### config.mk
export PLATFORM = sky130hd
export DESIGN_NAME = bla_subtractor_pipe
export DESIGN_NICKNAME = d
export VERILOG_FILES = /design/src/rtl/bla_pkg.sv /design/src/rtl/bla_group.sv /design/src/rtl/bla_subtractor_pipe.sv
export SDC_FILE = /design/constraint.sdc
export NUM_CORES = 1
export LEC_CHECK = 0
export CAP_MARGIN = 5
export CORE_ASPECT_RATIO = 1.5
export CORE_MARGIN = 2
export CORE_UTILIZATION = 53
export CTS_BUF_LIST = sky130_fd_sc_hd__clkbuf_2 sky130_fd_sc_hd__clkbuf_4 sky130_fd_sc_hd__clkbuf_8
export DETAILED_ROUTE_END_ITERATION = 12
export HOLD_SLACK_MARGIN = 0.08
export PLACE_DENSITY = 0.78
export SYNTH_ARGS = -nofsm -noshare
export SYNTH_HDL_FRONTEND = slang
export SYNTH_SLANG_ARGS = --single-unit
### constraint.sdc
create_clock -name clk -period 2.4 [get_ports clk]
set_input_delay 0.24 -clock clk [delete_from_list [all_inputs] [get_ports clk]]
set_output_delay 0.24 -clock clk [all_outputs]
set_load 0.1 [all_outputs]
### src/rtl/bla_pkg.sv
// Shared definitions for the borrow-lookahead subtractor.
//   BLA_GROUP   : bits resolved per pipeline stage (fixed, not per instance)
//   grp_t       : one lookahead group of operand bits
//   bla_group_f : bit-serial behavioural model of one group, returns {bout, d}
package bla_pkg;

    localparam int unsigned BLA_GROUP = 4;

    typedef logic [BLA_GROUP-1:0] grp_t;

    function automatic logic [BLA_GROUP:0] bla_group_f(
        input grp_t a,
        input grp_t b,
        input logic bin
    );
        logic [BLA_GROUP:0] r;
        logic               c;
        r = '0;
        c = bin;
        for (int unsigned i = 0; i < BLA_GROUP; i++) begin
            r[i] = a[i] ^ b[i] ^ c;
            c    = (~a[i] & b[i]) | (~(a[i] ^ b[i]) & c);
        end
        r[BLA_GROUP] = c;
        return r;
    endfunction

endpackage

### src/rtl/bla_group.sv
// Combinational GROUP-bit borrow-lookahead cell.
//   a, b : group operand bits (minuend, subtrahend)
//   bin  : borrow into the group LSB
//   d    : difference bits
//   bout : borrow out of the group MSB
module bla_group
    import bla_pkg::*;
(
    input  grp_t a,
    input  grp_t b,
    input  logic bin,
    output grp_t d,
    output logic bout
);

    grp_t               g;
    grp_t               p;
    logic [BLA_GROUP:0] brw;
    logic               term;

    always_comb begin
        g    = ~a & b;
        p    = ~(a ^ b);
        brw  = '0;
        term = 1'b0;
        // Borrow into bit j as a flat sum of products: bin propagated through
        // every lower bit, or a generate at bit i propagated through i+1..j-1.
        for (int unsigned j = 0; j <= BLA_GROUP; j++) begin
            term = bin;
            for (int unsigned i = 0; i < j; i++) term = term & p[i];
            brw[j] = term;
            for (int unsigned i = 0; i < j; i++) begin
                term = g[i];
                for (int unsigned m = i + 1; m < j; m++) term = term & p[m];
                brw[j] = brw[j] | term;
            end
        end
    end

    assign d    = a ^ b ^ brw[BLA_GROUP-1:0];
    assign bout = brw[BLA_GROUP];

endmodule

### src/rtl/bla_subtractor_pipe.sv
// Pipelined borrow-lookahead subtractor: {borrow_out, diff} = a - b - borrow_in.
// One lookahead group is resolved per stage, borrow registered between stages.
// Optional feature macro: BLA_SUB_SIGNED_OVF_EN (signed overflow flag on ovf).
//   clk, rst             : clock, synchronous active-high reset
//   in_valid / in_ready  : operand handshake (in_ready is combinational)
//   a, b, borrow_in      : minuend, subtrahend, incoming borrow
//   out_valid / out_ready: result handshake
//   diff_out             : {borrow_out, diff}
//   ovf                  : two's complement overflow (0 when feature disabled)
module bla_subtractor_pipe
    import bla_pkg::*;
#(
    parameter int unsigned WIDTH = 16
) (
    input  logic             clk,
    input  logic             rst,
    input  logic             in_valid,
    output logic             in_ready,
    input  logic [WIDTH-1:0] a,
    input  logic [WIDTH-1:0] b,
    input  logic             borrow_in,
    output logic             out_valid,
    input  logic             out_ready,
    output logic [WIDTH:0]   diff_out,
    output logic             ovf
);

    localparam int unsigned GROUP   = BLA_GROUP;
    localparam int unsigned NSTAGES = WIDTH / GROUP;

    // Rank 0 captures the operands; rank k (1..NSTAGES) holds the result of
    // group k-1. Unprocessed operand bits are kept right-aligned so every
    // stage reads its group from bits [GROUP-1:0]; resolved difference bits
    // shift in from the top so the last rank holds the full difference.
    logic             valid [NSTAGES+1];
    logic             brw   [NSTAGES+1];
    logic [WIDTH-1:0] dacc  [NSTAGES+1];
    logic [WIDTH-1:0] a_sh  [NSTAGES];
    logic [WIDTH-1:0] b_sh  [NSTAGES];
    grp_t             gd    [NSTAGES];
    logic             gbo   [NSTAGES];
    logic             advance;

    assign advance  = !valid[NSTAGES] | out_ready;
    assign in_ready = advance;

    for (genvar k = 0; k < NSTAGES; k++) begin : g_stage
        bla_group u_grp (
            .a    (a_sh[k][GROUP-1:0]),
            .b    (b_sh[k][GROUP-1:0]),
            .bin  (brw[k]),
            .d    (gd[k]),
            .bout (gbo[k])
        );
    end

    always_ff @(posedge clk) begin
        if (rst) begin
            for (int unsigned s = 0; s <= NSTAGES; s++) begin
                valid[s] <= 1'b0;
                brw[s]   <= 1'b0;
                dacc[s]  <= '0;
            end
            for (int unsigned s = 0; s < NSTAGES; s++) begin
                a_sh[s] <= '0;
                b_sh[s] <= '0;
            end
        end else if (advance) begin
            valid[0] <= in_valid;
            brw[0]   <= borrow_in;
            dacc[0]  <= '0;
            a_sh[0]  <= a;
            b_sh[0]  <= b;
            for (int unsigned s = 1; s <= NSTAGES; s++) begin
                valid[s] <= valid[s-1];
                brw[s]   <= gbo[s-1];
                dacc[s]  <= {gd[s-1], dacc[s-1][WIDTH-1:GROUP]};
            end
            for (int unsigned s = 1; s < NSTAGES; s++) begin
                a_sh[s] <= a_sh[s-1] >> GROUP;
                b_sh[s] <= b_sh[s-1] >> GROUP;
            end
        end
    end

    assign out_valid = valid[NSTAGES];
    assign diff_out  = {brw[NSTAGES], dacc[NSTAGES]};

`ifdef BLA_SUB_SIGNED_OVF_EN
    // The operand MSBs reach bit GROUP-1 of the last skew rank together with
    // the final group, so the flag is formed there and lands with diff_out.
    logic ovf_r;

    always_ff @(posedge clk) begin
        if (rst) begin
            ovf_r <= 1'b0;
        end else if (advance) begin
            ovf_r <= (a_sh[NSTAGES-1][GROUP-1] ^ b_sh[NSTAGES-1][GROUP-1])
                   & (gd[NSTAGES-1][GROUP-1] ^ a_sh[NSTAGES-1][GROUP-1]);
        end
    end

    assign ovf = ovf_r;
`else
    assign ovf = 1'b0;
`endif

endmodule

# Yosys cells after proc, flatten, opt, wreduce, memory -nomap -nowiden
# Memories as Yosys holds them, arrays and structs flattened.
# Cells that the tools add are included.
# word_totals
reg_bits	0
ram_bits	218
inputBits	37
out_inout_bits	20
wordCells	158
memories	5
# memory_table
memory	words	word_bits	rd	rd_clocked_by_memory_dff	write_ports	line	source
dacc	5	16	5	0	5	bla_subtractor_pipe.sv:37	logic [WIDTH-1:0] dacc [NSTAGES+1];
a_sh	4	16	4	0	4	bla_subtractor_pipe.sv:38	logic [WIDTH-1:0] a_sh [NSTAGES];
b_sh	4	16	4	0	4	bla_subtractor_pipe.sv:39	logic [WIDTH-1:0] b_sh [NSTAGES];
brw	5	1	5	0	5	bla_subtractor_pipe.sv:36	logic brw [NSTAGES+1];
valid	5	1	5	0	5	bla_subtractor_pipe.sv:35	logic valid [NSTAGES+1];
# op_classes
n_mux	28
bitwise	124
n_reduce_logical	1
# ops
op	count
16-bit two-way mux	13
1-bit OR	64
1-bit AND	40
4-bit NOT	8
4-bit XOR	8
4-bit AND	4
1-bit two-way mux	15
1-bit logical NOT	1

# Logic depth before layout (Yosys ltp)
# An unclocked memory read counts as a cell.
# logic_depth
ltp_word	12
mapped_depth	6
depth_no_buf	6

# Modules after synthesis
# A second synthesis with hierarchy kept.
# unflattened
cells_unflattened	396
hier_area_um2	6332.3
# by_module_without_submodules
module	instances	cells_per_inst	area_per_inst_um2	seq_area_each_um2
bla_subtractor_pipe	1	312	5644.2	3903.7
bla_group at g_stage[2].u_grp ...	2	21	177.7	0.0
bla_group at g_stage[0].u_grp ...	2	21	166.4	0.0

# Worst setup path after synthesis
# No wires, ideal clock.
# synth_path
kind	reg-to-reg
start	mem valid[4][0] (netlist: valid[0][4])
end	mem a_sh[0][0] (enable)
setup_time_ns	0.434
arrival_time_ns	2.945
required_ns	1.966
path_slack_ns	-0.979
path_stages_with_launch	3
n_path_buf	0
period_less_slack_ns	3.379
path_cell_list	edfxtp_1 > nand2b_4 > or2_2
# synth_rtl
element	line
start, declared	bla_subtractor_pipe.sv:35
end, declared	bla_subtractor_pipe.sv:38

==> reports/summary.txt <==
count of state elements after synthesis -> 130
chip width -> 88.8 µm
RSZ-0062 raised after global routing -> false
post_cts resized -> 0
Clock Path Buffers -> 2
number of buffers inserted by hold repair at cts -> 0
CP arrival -> 2.11 ns
DR WL/cell -> 11.5 µm
Seq/Total Area, Yosys -> 68.2%
Setup crit end kind -> register
number of CTS-inserted buffers -> 17
switching share of total power -> 21.9%
final setup fails -> 0
Fin Clk Skew -> 0.00827 ns
Worst path max stage delay -> 0.42 ns
Fin. Hold Viols -> 0
first-pass GRT wire length -> 11500 µm
Cell Chain, Critical Path -> inv_1 > ha_1 > ha_1 > o211a_1 > or3_1 > a21oi_1
overall routing resource usage -> 13.2%
FP Rows -> 46
Post-Syn Instances -> 379
Worst Hold Launch -> b[13]
DRC Markers -> 0
Synth Warn # -> 0
status -> finished, final reports clean
io pins -> 57
Net Sw Power -> 1010 µW
Synth Net Count -> 440
nets -> 487
Detailed Route Iter0 Violations -> 113
root buffer cell -> clkbuf_8
Layout area overhead -> 14.4%
Leak Pwr -> 0.00275 µW
number of routed nets with antenna violations -> 0
part of the power in registers -> 58.0%
Vias/cell -> 4.69
DP Area -> 6250 µm²
Final period util -> 77.6%
Multi-input gate area -> 1480 µm²
RD Place Congestion -> 0.707
cell area after synthesis -> 5720 µm²
FF-to-FF path depth -> 6
worst skew pair latency -> 0.42 ns
Combinational Power Share -> 10.7%
worst-margin pin slew -> 0.613 ns
top achievable clock speed -> 537 MHz
Final Slew Violations -> 0
Post-synth EDFFs -> 130
Unique masters post-synth -> 29
total power -> 4600 µW
VDD IR max -> 0.000413 V
Pint -> 3590 µW
Worst Path Required -> 2.65 ns
H-tree Lvls -> 4
GRT overflow -> 0
Synth Area per Inst -> 15.1 µm²
CP max stage cell -> edfxtp_1
vias in the first global route -> 2667
Critical Path Source Type -> register
Post-DP HPWL -> 4220 µm
die area -> 11700 µm²
power per cell area -> 703 nW/µm²
Port Buffer Count -> 55
Finished Cell Area -> 6550 µm²
Core Region -> 10500 µm²
flop2flop setup slack -> 0.54 ns
CTS tree -> yes
r2r endpoint -> dacc[0][47]
die height -> 131 µm
Setup Buffers After CTS -> 0
fillers -> 810
CP Max Fanout -> 2
pin count of the biggest net entering global routing -> 117
Reg-to-Reg Start -> a_sh[0][16]
Post-synth ARST share -> 0%
layout cells sized above 1 -> 20.0%
fin util -> 62.1%
Antenna Cells -> 0
Starting Density -> 54.3%
Clock Sinks -> 130
WS Path Type -> reg2reg
Reg clk slew, reported paths -> 0.06 ns
initial antenna violation count -> 0
CP dominant cell by count -> ha_1
Max-Cap Viols -> 0
hold path cells -> 2
Hold WC Path Type -> in2reg
ys flop type -> edfxtp_1
via count -> 2711
normalized max-slew margin -> 59.1%
hold endpoint -> b_sh[0][13]
Post-Route WL -> 6650 µm
crit path time final -> 1.86 ns
TritonRoute pass-1 iters -> 4
clock network power share -> 31.4%
register area -> 3900 µm²
## cell usage after synthesis, types with 4 or more instances
| master | n | area share, % |
|---|---|---|
| or3_1 | 7 | 0.77 |
| and2_4 | 30 | 4.6 |
| ha_1 | 20 | 4.4 |
| edfxtp_1 | 130 | 68 |
| o21a_1 | 6 | 0.79 |
| nor2_1 | 4 | 0.26 |
| buf_4 | 17 | 2.2 |
| o21ai_0 | 7 | 0.61 |
| a21oi_1 | 11 | 0.96 |
| and2_1 | 78 | 8.5 |
| and2_2 | 6 | 0.79 |
| clkbuf_1 | 7 | 0.46 |
| inv_1 | 27 | 1.8 |
| xnor2_1 | 4 | 0.61 |
| fa_1 | 4 | 1.4 |
## power groups by stage
stage,logic [µW],clock network (µW),registers (µW)
finish,491,1440,2670
global route,538,1580,2680
CTS,497,1490,2670
detailed placement,495,0,2720
global placement,478,0,2710
floorplan,387,0,2720
## worst max-delay path by stage
stage	startpoint	to	slack [ns]	cells after the start
floorplan	valid[0][4]	a_sh[0][0]	-0.33	2
global placement	out_ready	a_sh[0][6]	0.60	4
detailed placement	a_sh[0][16]	dacc[0][47]	0.56	6
CTS	a_sh[0][16]	dacc[0][47]	0.54	6
global route	a_sh[0][0]	dacc[0][31]	0.47	6
finish	a_sh[0][16]	dacc[0][47]	0.54	6
## critical path, delay by kind of cell (launching register included)
kind / cells / cell delay [ns]
buffers and inverters: 1 / 0.08
DFF: 1 / 0.42
adders and majority gates: 2 / 0.44
and+or+nand+nor: 1 / 0.36
AOI/OAI and AO/OA: 2 / 0.40
## cells in the final DEF, fill, tap and decap left out, types with 2 or more instances in the layout
cell and instances:
o21ai_0 7, buf_12 4, fa_1 4, and2_2 6
ha_1 20, clkinv_1 2, and2_4 30, o211a_1 3
clkbuf_4 7, or3_1 7, xnor2_1 4, a21oi_1 11
buf_4 19, edfxtp_1 130, and2_1 78, a21o_1 3
clkdlybuf4s50_1 36, nor2_1 4, clkbuf_8 17, inv_1 27
o21a_1 6
## registers in the layout, indices dropped and copies added, names as in the netlist
name   cells
brw        5
a_sh      40
valid      5
b_sh      40
dacc      40
## through the flow
stage / cells / hold slack, ns / setup WS (ns) / setup TNS, ns
2_1_floorplan: 379 / 0.438 / -0.330 / -42.84
3_3_place_gp: 551 / 0.499 / 0.596 / 0
3_5_place_dp: 551 / 0.502 / 0.558 / 0
4_1_cts: 578 / 0.439 / 0.539 / 0
5_1_grt: 578 / 0.446 / 0.472 / 0
6_report: 578 / 0.470 / 0.538 / 0
## layout make-up
type	instances	share of cell area, %
Clock buffer	24	4.38
Clock inverter	3	0.191
Inverter	27	1.55
Multi-Input combinational cell	191	22.6
Sequential cell	130	59.6
Tap cell	144	2.75
Timing Repair Buffer	59	8.91
## logic make-up after synthesis
family | count (synthesis) | synth area share, %
flip-flops | 130 | 68.2
XOR/XNOR | 4 | 0.612
AND/OR/NAND/NOR | 130 | 15.8
other | 1 | 0.0655
adder cells (fa/ha/maj) | 24 | 5.77
buffers and inverters | 58 | 6.01
AO/OA/AOI/OAI | 32 | 3.54
## routing by layer
| layer | vias up | GRT usage (%) | share of wire [%] |
|---|---|---|---|
| li1 | 1373 | - | - |
| met1 | 1254 | 13.9 | 39 |
| met2 | 74 | 21.4 | 53 |
| met3 | 10 | 4.96 | 5.5 |
| met4 | 0 | 8.59 | 2.6 |
| met5 | - | 0 | 0 |
Note: power is estimated with default switching activity, not from simulation.
